===== src/rtl/reaction_round_controller.sv =====
// Session sequencer for the reaction-time benchmark: foreperiod, stimulus, capture, best-time tracking.
// Optional AVERAGE_EN macro adds avg_ms, the truncated mean of the session's captured times.
module reaction_round_controller #(
  parameter int CLK_PER_MS   = 50,
  parameter int MIN_DELAY_MS = 1000,
  parameter int RAND_BITS    = 12,
  parameter int NUM_ROUNDS   = 4,
  parameter int TIMEOUT_MS   = 9999,
  parameter int GAP_MS       = 500
) (
  input  logic        clk,
  input  logic        rst,
  input  logic        start_trigger,
  input  logic        user_trigger,
  input  logic [13:0] meas_ms,
  output logic        meas_clear,
  output logic        meas_run,
  output logic        stimulus_on,
  output logic [13:0] result_ms,
  output logic        result_valid,
  output logic [13:0] best_ms,
  output logic [2:0]  round_idx,
  output logic        false_start,
  output logic        timeout,
  output logic        busy,
  output logic        done
`ifdef AVERAGE_EN
  ,
  output logic [13:0] avg_ms
`endif
);

  localparam int PW = (CLK_PER_MS > 2) ? $clog2(CLK_PER_MS) : 1;
  localparam int DW = 17;

  localparam logic [2:0] IDLE       = 3'd0;
  localparam logic [2:0] ARM        = 3'd1;
  localparam logic [2:0] FOREPERIOD = 3'd2;
  localparam logic [2:0] REACT      = 3'd3;
  localparam logic [2:0] CAPTURE    = 3'd4;
  localparam logic [2:0] GAP        = 3'd5;
  localparam logic [2:0] FAULT      = 3'd6;
  localparam logic [2:0] DONE       = 3'd7;

  function automatic logic [13:0] min14(input logic [13:0] a, input logic [13:0] b);
    return (b < a) ? b : a;
  endfunction

  logic [2:0]    state;
  logic [15:0]   lfsr;
  logic          start_prev, user_prev;
  logic [PW-1:0] presc;
  logic [DW-1:0] delay_cnt, gap_cnt;
  logic          start_edge, user_edge, tick, last_round;

  assign start_edge = start_trigger & ~start_prev;
  assign user_edge  = user_trigger & ~user_prev;
  assign tick       = (presc == PW'(CLK_PER_MS - 1));
  assign last_round = (round_idx == 3'(NUM_ROUNDS - 1));

  assign meas_clear = (state == ARM);
  assign busy       = (state != IDLE) && (state != DONE) && (state != FAULT);
  assign done       = (state == DONE);

`ifdef AVERAGE_EN
  localparam int LOG_N = $clog2(NUM_ROUNDS);
  logic [16:0] sum;
  logic [16:0] sum_next;
  assign sum_next = sum + 17'(meas_ms);
`endif

  // Free-running Galois LFSR and input edge history
  always_ff @(posedge clk) begin
    if (rst) begin
      lfsr       <= 16'hACE1;
      start_prev <= 1'b0;
      user_prev  <= 1'b0;
    end else begin
      lfsr       <= (lfsr >> 1) ^ (lfsr[0] ? 16'hB400 : 16'h0000);
      start_prev <= start_trigger;
      user_prev  <= user_trigger;
    end
  end

  // ms prescaler restarts whenever a timed state (FOREPERIOD or GAP) is about to begin
  always_ff @(posedge clk) begin
    if (rst || state == ARM || state == CAPTURE) presc <= '0;
    else if (tick)                               presc <= '0;
    else                                         presc <= presc + 1'b1;
  end

  always_ff @(posedge clk) begin
    if (rst) begin
      state        <= IDLE;
      stimulus_on  <= 1'b0;
      meas_run     <= 1'b0;
      result_ms    <= '0;
      result_valid <= 1'b0;
      best_ms      <= 14'h3FFF;
      round_idx    <= '0;
      false_start  <= 1'b0;
      timeout      <= 1'b0;
      delay_cnt    <= '0;
      gap_cnt      <= '0;
`ifdef AVERAGE_EN
      sum          <= '0;
      avg_ms       <= '0;
`endif
    end else begin
      result_valid <= 1'b0;
      case (state)
        IDLE, DONE: begin
          if (start_edge) begin
            state       <= ARM;
            round_idx   <= '0;
            best_ms     <= 14'h3FFF;
            false_start <= 1'b0;
            timeout     <= 1'b0;
`ifdef AVERAGE_EN
            sum         <= '0;
`endif
          end
        end
        ARM: begin
          delay_cnt <= DW'(MIN_DELAY_MS) + DW'(lfsr[RAND_BITS-1:0]);
          state     <= FOREPERIOD;
        end
        FOREPERIOD: begin
          if (user_edge) begin
            state       <= FAULT;
            false_start <= 1'b1;
          end else if (tick) begin
            delay_cnt <= delay_cnt - 1'b1;
            if (delay_cnt == DW'(1)) begin
              state       <= REACT;
              stimulus_on <= 1'b1;
              meas_run    <= 1'b1;
            end
          end
        end
        REACT: begin
          if (user_edge) begin
            state       <= CAPTURE;
            stimulus_on <= 1'b0;
            meas_run    <= 1'b0;
          end else if (meas_ms >= 14'(TIMEOUT_MS)) begin
            state       <= FAULT;
            timeout     <= 1'b1;
            stimulus_on <= 1'b0;
            meas_run    <= 1'b0;
          end
        end
        CAPTURE: begin
          result_ms    <= meas_ms;
          result_valid <= 1'b1;
          best_ms      <= min14(best_ms, meas_ms);
`ifdef AVERAGE_EN
          sum          <= sum_next;
`endif
          if (last_round) begin
            state <= DONE;
`ifdef AVERAGE_EN
            avg_ms <= 14'(sum_next >> LOG_N);
`endif
          end else begin
            round_idx <= round_idx + 1'b1;
            gap_cnt   <= DW'(GAP_MS);
            state     <= GAP;
          end
        end
        GAP: begin
          if (tick) begin
            gap_cnt <= gap_cnt - 1'b1;
            if (gap_cnt == DW'(1)) state <= ARM;
          end
        end
        FAULT: begin
          if (start_edge) begin
            state       <= ARM;
            false_start <= 1'b0;
            timeout     <= 1'b0;
          end
        end
        default: state <= IDLE;
      endcase
    end
  end

endmodule


===== config.mk =====
export PLATFORM = sky130hd
export DESIGN_NAME = reaction_round_controller
export DESIGN_NICKNAME = d
export VERILOG_FILES = /design/src/rtl/reaction_round_controller.sv
export SDC_FILE = /design/constraint.sdc
export NUM_CORES = 1
export LEC_CHECK = 0
export CAP_MARGIN = 30
export CORE_ASPECT_RATIO = 0.5
export CORE_MARGIN = 4
export CORE_UTILIZATION = 40
export CTS_CLUSTER_DIAMETER = 50
export DETAILED_ROUTE_END_ITERATION = 10
export SYNTH_ARGS = -nofsm -noshare
export SYNTH_HDL_FRONTEND = slang
export SYNTH_SLANG_ARGS = --single-unit

===== constraint.sdc =====
create_clock -name clk -period 2 [get_ports clk]
set_input_delay 0.2 -clock clk [delete_from_list [all_inputs] [get_ports clk]]
set_output_delay 0.2 -clock clk [all_outputs]
set_load 0.1 [all_outputs]

==> metrics, run 1 <==
Cell Area, Synth=4777 µm²; num ports=57; YS warnings=0; Clock Path Buffers=2; die height=85.28 µm; status=finished, final reports clean; HP Class=in2reg; htree depth=3; Layout fillers=between 1000 and 1500; most common cell in the synthesized netlist=dfxtp_1; CP max-delay cell=or4_1; leak pwr=2.710 nW; Commonest cells post-synth=dfxtp_1, nor2_1, nand2_1; TritonCTS clock tree=yes; Core Region=approximately 11000 µm²; CTS Buf Count=9; Max Fanout on Critical Path=6; detailed-route DRC error count=0; Post-Syn Nets=596; Mapped Avg Cell Area=8.592 µm²; maximum vdd drop=0.0005466 V; critical-path cell list=ha_4 > ha_4 > nor4b_4 > a31oi_4 > nand4b_1 > or4_1 > a21oi_2; std cell rows=27; Post-synth EDFFs=0; initial detailed-routing violation count=231; Seq pwr share=31.6%; Crit path required time=2.28 ns; switching power=3.080 mW; final setup violation count=0; Area Overhead vs Synth=36.48%; Final ANT Viol Nets=0; Via Count=4253; switching share of power=39.66%; CP most frequent cell=ha_4; Synth area leaders=dfxtp_1, ha_1, nor2_1; GRT overflow=0; Worst-Margin Slew=0.5435 ns; Pins Over Slew Limit=0; max cap viols=0; Die Span X=162.6 µm; first drt pass iteration count=5; Max-Slew Margin vs Limit=63.43%; Int Power=between 4 and 5 mW; Placer Congestion=roughly 0.81; Cells after Synth=around 560; share of cells above drive strength 1=around 29%; Starting Density=42.21%; HPWL Detailed=between 8000 and 9000 µm; min Tclk post-route=between 1.5 and 2 ns; post-synthesis sequential area ratio=40.23%; endpoint class of the critical path=flop; Final #Nets=700; Sink Count=96; number of global-route vias before repair=4129; Yosys top cell area share=40.23%; wirelength, routed=between 10000 and 15000 µm; Yosys cell types=63; Hold-fix buffers, CTS=0; Post-synth ARST share=0%; Max Freq=502.3 MHz; Final Core Density=just under 60%; WP data arrival=2.27 ns; Vias/cell=5.161; #FFs+latches synth=96; largest net degree at the start of global routing=40; Total Power=7.765 mW; final hold viol count=0; Clock Pin Slew Worst Setup and Hold Paths=0.07 ns; clock share of power=23.4%; area leader, netlist=dfxtp_1; Clock Latency Late Sink=0.34 ns; RSZ-0062 raised after global routing=true; final worst-path cycle share=between 90% and 100%; first-pass GRT wire length=20270 µm; initial antenna violation count=0; Buf+Inv Stages, Crit Path=0; DR WL/cell=between 10 and 15 µm; critical path class=reg2reg; Logic pwr share=45.0%; pwr dens=1191 nW/µm²; Worst setup SP type=flop; Crit path largest cell delay=0.51 ns; prevailing post-synth register cell=dfxtp_1; Worst Clk Skew=about 0.0066 ns; CP top delay family=simple AND/OR/NAND/NOR gates; die area=approximately 14000 µm²; IO Port Bufs=56; Total GRT Usage=around 18%; ANT cells=0; CTS root buffer=clkbuf_16
## flip-flops by register name, indices dropped and copies added, names as in the netlist
name and flops:
delay_cnt 17, gap_cnt 17, best_ms 14, user_prev 1, stimulus_on 1, start_prev 1, lfsr 16, timeout 1
result_ms 14, result_valid 1, false_start 1, presc 6, round_idx 3, state 3
## kinds of logic (layout without fill, tap and decap cells)
kind of cell,count (synthesis),count (layout),share of synthesized area [%]
fa+ha+maj,22,22,5.762
simple gates,233,233,26.48
compound gates,104,104,13.51
buf+inv,50,159,4.112
mux,19,19,4.033
flops,96,96,40.23
xor+xnor,32,32,5.867
## stage by stage
stage | instance area, µm² | hold WS, ns | cells | setup TNS (ns) | setup slack [ns]
finish | 6520 | 0.3158 | 824 | 0 | 0.009189
global route | 6520 | 0.3178 | 824 | -0.1634 | -0.08743
CTS | 6359 | 0.2951 | 819 | 0 | 0.005544
detailed placement | 6006 | 0.4026 | 803 | -3.166 | -0.1841
global placement | 6006 | 0.3965 | 803 | -1.907 | -0.1081
floorplan | 4986 | 0.3282 | 556 | -3.768 | -0.2124
## placed cells by master, fill, tap and decap left out, types with 17 or more instances in the layout
cell type | netlist | final
nor2_1 | 71 | 70
o21ai_0 | 23 | 20
nand2_1 | 47 | 47
buf_4 | 1 | 97
dfxtp_1 | 96 | 76
mux2i_1 | 17 | 17
inv_1 | 22 | 21
a21oi_1 | 46 | 44
ha_1 | 22 | 19
xnor2_1 | 27 | 27
## area by class of cell
cell class | instances | area (µm²) | area share [%]
Clock buffer | 10 | 250.2 | 3.838
Tap cell | 159 | 198.9 | 3.051
Timing Repair Buffer | 121 | 1039 | 15.93
Sequential cell | 96 | 1987 | 30.47
Clock inverter | 6 | 65.06 | 0.9979
Inverter | 22 | 82.58 | 1.267
Multi-Input combinational cell | 410 | 2898 | 44.44
## repair_timing
action | 4_1_cts | 5_1_grt
cloned | 0 | 1
setup buffers | 0 | 4
endpoints found under the setup margin | 14 | 18
pin swaps | 1 | 7
gates resized for setup | 7 | 19
## power by group through the flow
stage          Sequential [mW]  Combinational (mW)  Clock [mW]
4_1_cts                   2.43                3.41        1.85
3_3_place_gp              2.46                3.34           0
3_5_place_dp              2.46                3.36           0
6_report                  2.45                3.50        1.82
5_1_grt                   2.50                3.83        1.95
2_1_floorplan             2.62                2.19           0
## routing by layer
layer	track usage (%)	wire length [µm]	part of all wire (%)
met3	4.464	658	5.4
met4	3.577	90	0.74
met2	28.46	5493	45
met5	0	0	0
met1	24.52	5953	49
## worst paths after layout
check                        endpoint  cells after the start  slack [ns]                      start
max          gap_cnt[10]$_SDFFE_PP0P_                      7       0.009  round_idx[0]$_SDFFE_PP0P_
min          stimulus_on$_SDFFE_PP0P_                      2        0.32                        rst
max reg2reg  gap_cnt[10]$_SDFFE_PP0P_                      7       0.009  round_idx[0]$_SDFFE_PP0P_
min reg2reg       lfsr[11]$_SDFF_PP1_                      1        0.42        lfsr[12]$_SDFF_PP0_
## worst register-to-register path, stage by stage (launching register included)
cell and delay (ns):
dfxtp_4 0.35, ha_4 0.16, ha_4 0.16, nor4b_4 0.32, a31oi_4 0.09, nand4b_1 0.22, or4_1 0.51, a21oi_2 0.12
Power figures use the tool's default switching activity.
==> inputs of run 2 (changes only) <==
--- a/config.mk
+++ b/config.mk
@@ -6,7 +6,6 @@
 export NUM_CORES = 1
 export LEC_CHECK = 0
 export CAP_MARGIN = 30
-export CORE_ASPECT_RATIO = 0.5
 export CORE_MARGIN = 4
 export CORE_UTILIZATION = 40
 export CTS_CLUSTER_DIAMETER = 50
==> run 2 against run 1 <==
Against the previous run: critical path depth did not move; highest routed layer unchanged; non-clock buffer count fell by 6; largest power group unchanged; routed wire length rose by 1.1%; flip-flop and latch count did not move; fmax rose by 2.4%; critical endpoint unchanged.
==> metrics, run 2 (synthesized netlist as in run 1, its figures left out) <==
Final #Nets=694 (was 700); Worst R2R End=gap_cnt[10]$_SDFFE_PP0P_ (unchanged); num ports=57 (unchanged); leak pwr=2.684 nW (was 2.710 nW); Worst setup SP type=flop (unchanged); maximum vdd drop=0.0005733 V (was 0.0005466 V); flop2flop setup slack=0.06 ns (was 0.009 ns); Max Freq=514.6 MHz (was 502.3 MHz); status=finished, final reports clean (unchanged); Clock Pin Slew Worst Setup and Hold Paths=0.07 ns (about the same); Die Span X=117.3 µm (was 162.6 µm); DR WL/cell=15.37 µm (was 14.80 µm); CTS root buffer=clkbuf_16 (unchanged); Placer Congestion=0.8444 (was 0.8057); final setup violation count=0 (unchanged); worst r2r path cells=7 (unchanged); min Tclk post-route=1.943 ns (was 1.991 ns); number of global-route vias before repair=4079 (was 4129); Crit path required time=2.28 ns (about the same); Fin Setup TNS=0 ns (unchanged); most frequent cells in the layout=buf_4, dfxtp_1, nor2_1 (unchanged); Largest regs=delay_cnt: 17 flops, gap_cnt: 17 flops, lfsr: 16 flops (unchanged); Vias/cell=5.236 (was 5.161); critical path class=reg2reg (unchanged); max cap viols=0 (unchanged); Max-Slew Margin vs Limit=60.04% (was 63.43%); Via Count=4199 (was 4253); Hold Path End=stimulus_on$_SDFFE_PP0P_ (unchanged); htree depth=3 (unchanged); initial antenna violation count=0 (unchanged); pwr dens=1188 nW/µm² (was 1191 nW/µm²); Pins Over Slew Limit=0 (unchanged); final hold viol count=0 (unchanged); RSZ-0062 raised after global routing=true (unchanged); Starting Density=41.31% (was 42.21%); HPWL Detailed=8902 µm (was 8777 µm); CTS Buf Count=9 (unchanged); Max Fanout on Critical Path=5 (was 6); first drt pass iteration count=4 (was 5); final worst-path cycle share=97.17% (was 99.54%); detailed-route DRC error count=0 (unchanged); Hold Path Origin=rst (unchanged); Total GRT Usage=18.49% (was 17.79%); GRT overflow=0 (unchanged); ANT cells=0 (unchanged); Sink Count=96 (unchanged); Worst-Margin Slew=0.5939 ns (was 0.5435 ns); die height=117.3 µm (was 85.28 µm); TritonCTS clock tree=yes (unchanged); Core Region=11560 µm² (was 11320 µm²); endpoint class of the critical path=flop (unchanged); wirelength, routed=12330 µm (was 12200 µm); share of cells above drive strength 1=28.53% (was 28.72%); largest net degree at the start of global routing=24 (was 40); std cell rows=39 (was 27); WP data arrival=2.22 ns (was 2.27 ns); cell count of the worst hold path=2 (unchanged); Reg-to-Reg Start=round_idx[0]$_SDFFE_PP0P_ (unchanged); Final ANT Viol Nets=0 (unchanged); Total Power=7.674 mW (was 7.765 mW); initial detailed-routing violation count=285 (was 231); Worst Clk Skew=0.01136 ns (was 0.006638 ns); Clock Path Buffers=2 (unchanged); IO Port Bufs=56 (unchanged); Area Overhead vs Synth=35.23% (was 36.48%); HP Class=in2reg (unchanged); most common cell after layout, fill and taps aside=buf_4 (unchanged); first-pass GRT wire length=20010 µm (was 20270 µm); Clock Latency Late Sink=0.35 ns (was 0.34 ns); die area=13750 µm² (was 13860 µm²)
[run 2: routing by layer]
metal | vias to the layer above | wire length (µm) | track usage, %
met5 | - | 0 | 0
li1 | 2135 | - | -
met4 | 0 | 204 | 6.575
met3 | 18 | 663 | 4.884
met1 | 1960 | 5797 | 24.93
met2 | 86 | 5660 | 28.58
[run 2: worst max-delay path by stage]
stage                                    from                    endpoint  cells past startpoint
finish              round_idx[0]$_SDFFE_PP0P_    gap_cnt[10]$_SDFFE_PP0P_                      7
global route        delay_cnt[8]$_SDFFE_PP0P_  delay_cnt[16]$_SDFFE_PP0P_                      5
CTS                 delay_cnt[8]$_SDFFE_PP0P_       state[0]$_SDFFE_PP0P_                      5
detailed placement                 meas_ms[4]       state[0]$_SDFFE_PP0P_                      7
global placement                   meas_ms[4]       state[0]$_SDFFE_PP0P_                      7
floorplan               state[0]$_SDFFE_PP0P_  delay_cnt[14]$_SDFFE_PP0P_                      6
[run 2: report_power, final]
group	total (mW)	internal (mW)	switching, mW
logic	3.48	1.46	2.02
clock network	1.72	0.975	0.746
registers	2.48	2.17	0.307
[run 2: what timing repair did]
action                     in CTS  in global routing
resized for setup               7                 25
pin swaps                       1                  7
hold buffers                    0                  0
buffers inserted                0                  2
setup endpoints to repair      12                 28
gates cloned                    0                  1
[run 2: worst max-delay path, stage by stage (launching register included)]
cell and delay [ns]:
dfxtp_4 0.35, ha_4 0.16, ha_4 0.16, nor4b_4 0.34, a31oi_4 0.09, nand4b_1 0.21, or4_1 0.42, a21oi_1 0.14
[run 2: through the flow]
stage	std cells	hold WS (ns)	utilization (%)	setup WS (ns)	cell area [µm²]
3_3_place_gp	783	0.3946	51.39	-0.1834	5943
6_report	802	0.2918	55.86	0.05662	6460
2_1_floorplan	556	0.3282	-	-0.2124	4986
3_5_place_dp	783	0.4016	51.39	-0.1975	5943
5_1_grt	802	0.3153	55.86	-0.03216	6460
4_1_cts	799	0.2680	54.27	0.009422	6276
[run 2: area by class of cell]
cell class,instances,area [µm²]
timing repair buffer,115,984.7
inverter,22,82.58
clock buffer,10,229.0
sequential,96,1988
fill,1047,5105
clock inverter,6,66.31
multi-input combinational,410,2930
tap,143,178.9
==> inputs of run 3 (changes only) <==
--- a/config.mk
+++ b/config.mk
@@ -5,10 +5,11 @@
 export SDC_FILE = /design/constraint.sdc
 export NUM_CORES = 1
 export LEC_CHECK = 0
+export ABC_CLOCK_PERIOD_IN_PS = 2000
 export CAP_MARGIN = 30
 export CORE_MARGIN = 4
 export CORE_UTILIZATION = 40
-export CTS_CLUSTER_DIAMETER = 50
+export CTS_CLUSTER_DIAMETER = 40
 export DETAILED_ROUTE_END_ITERATION = 10
 export SYNTH_ARGS = -nofsm -noshare
 export SYNTH_HDL_FRONTEND = slang
==> results of run 3 <==
Same layout as run 2: the final DEF is identical, and so are final timing and power.
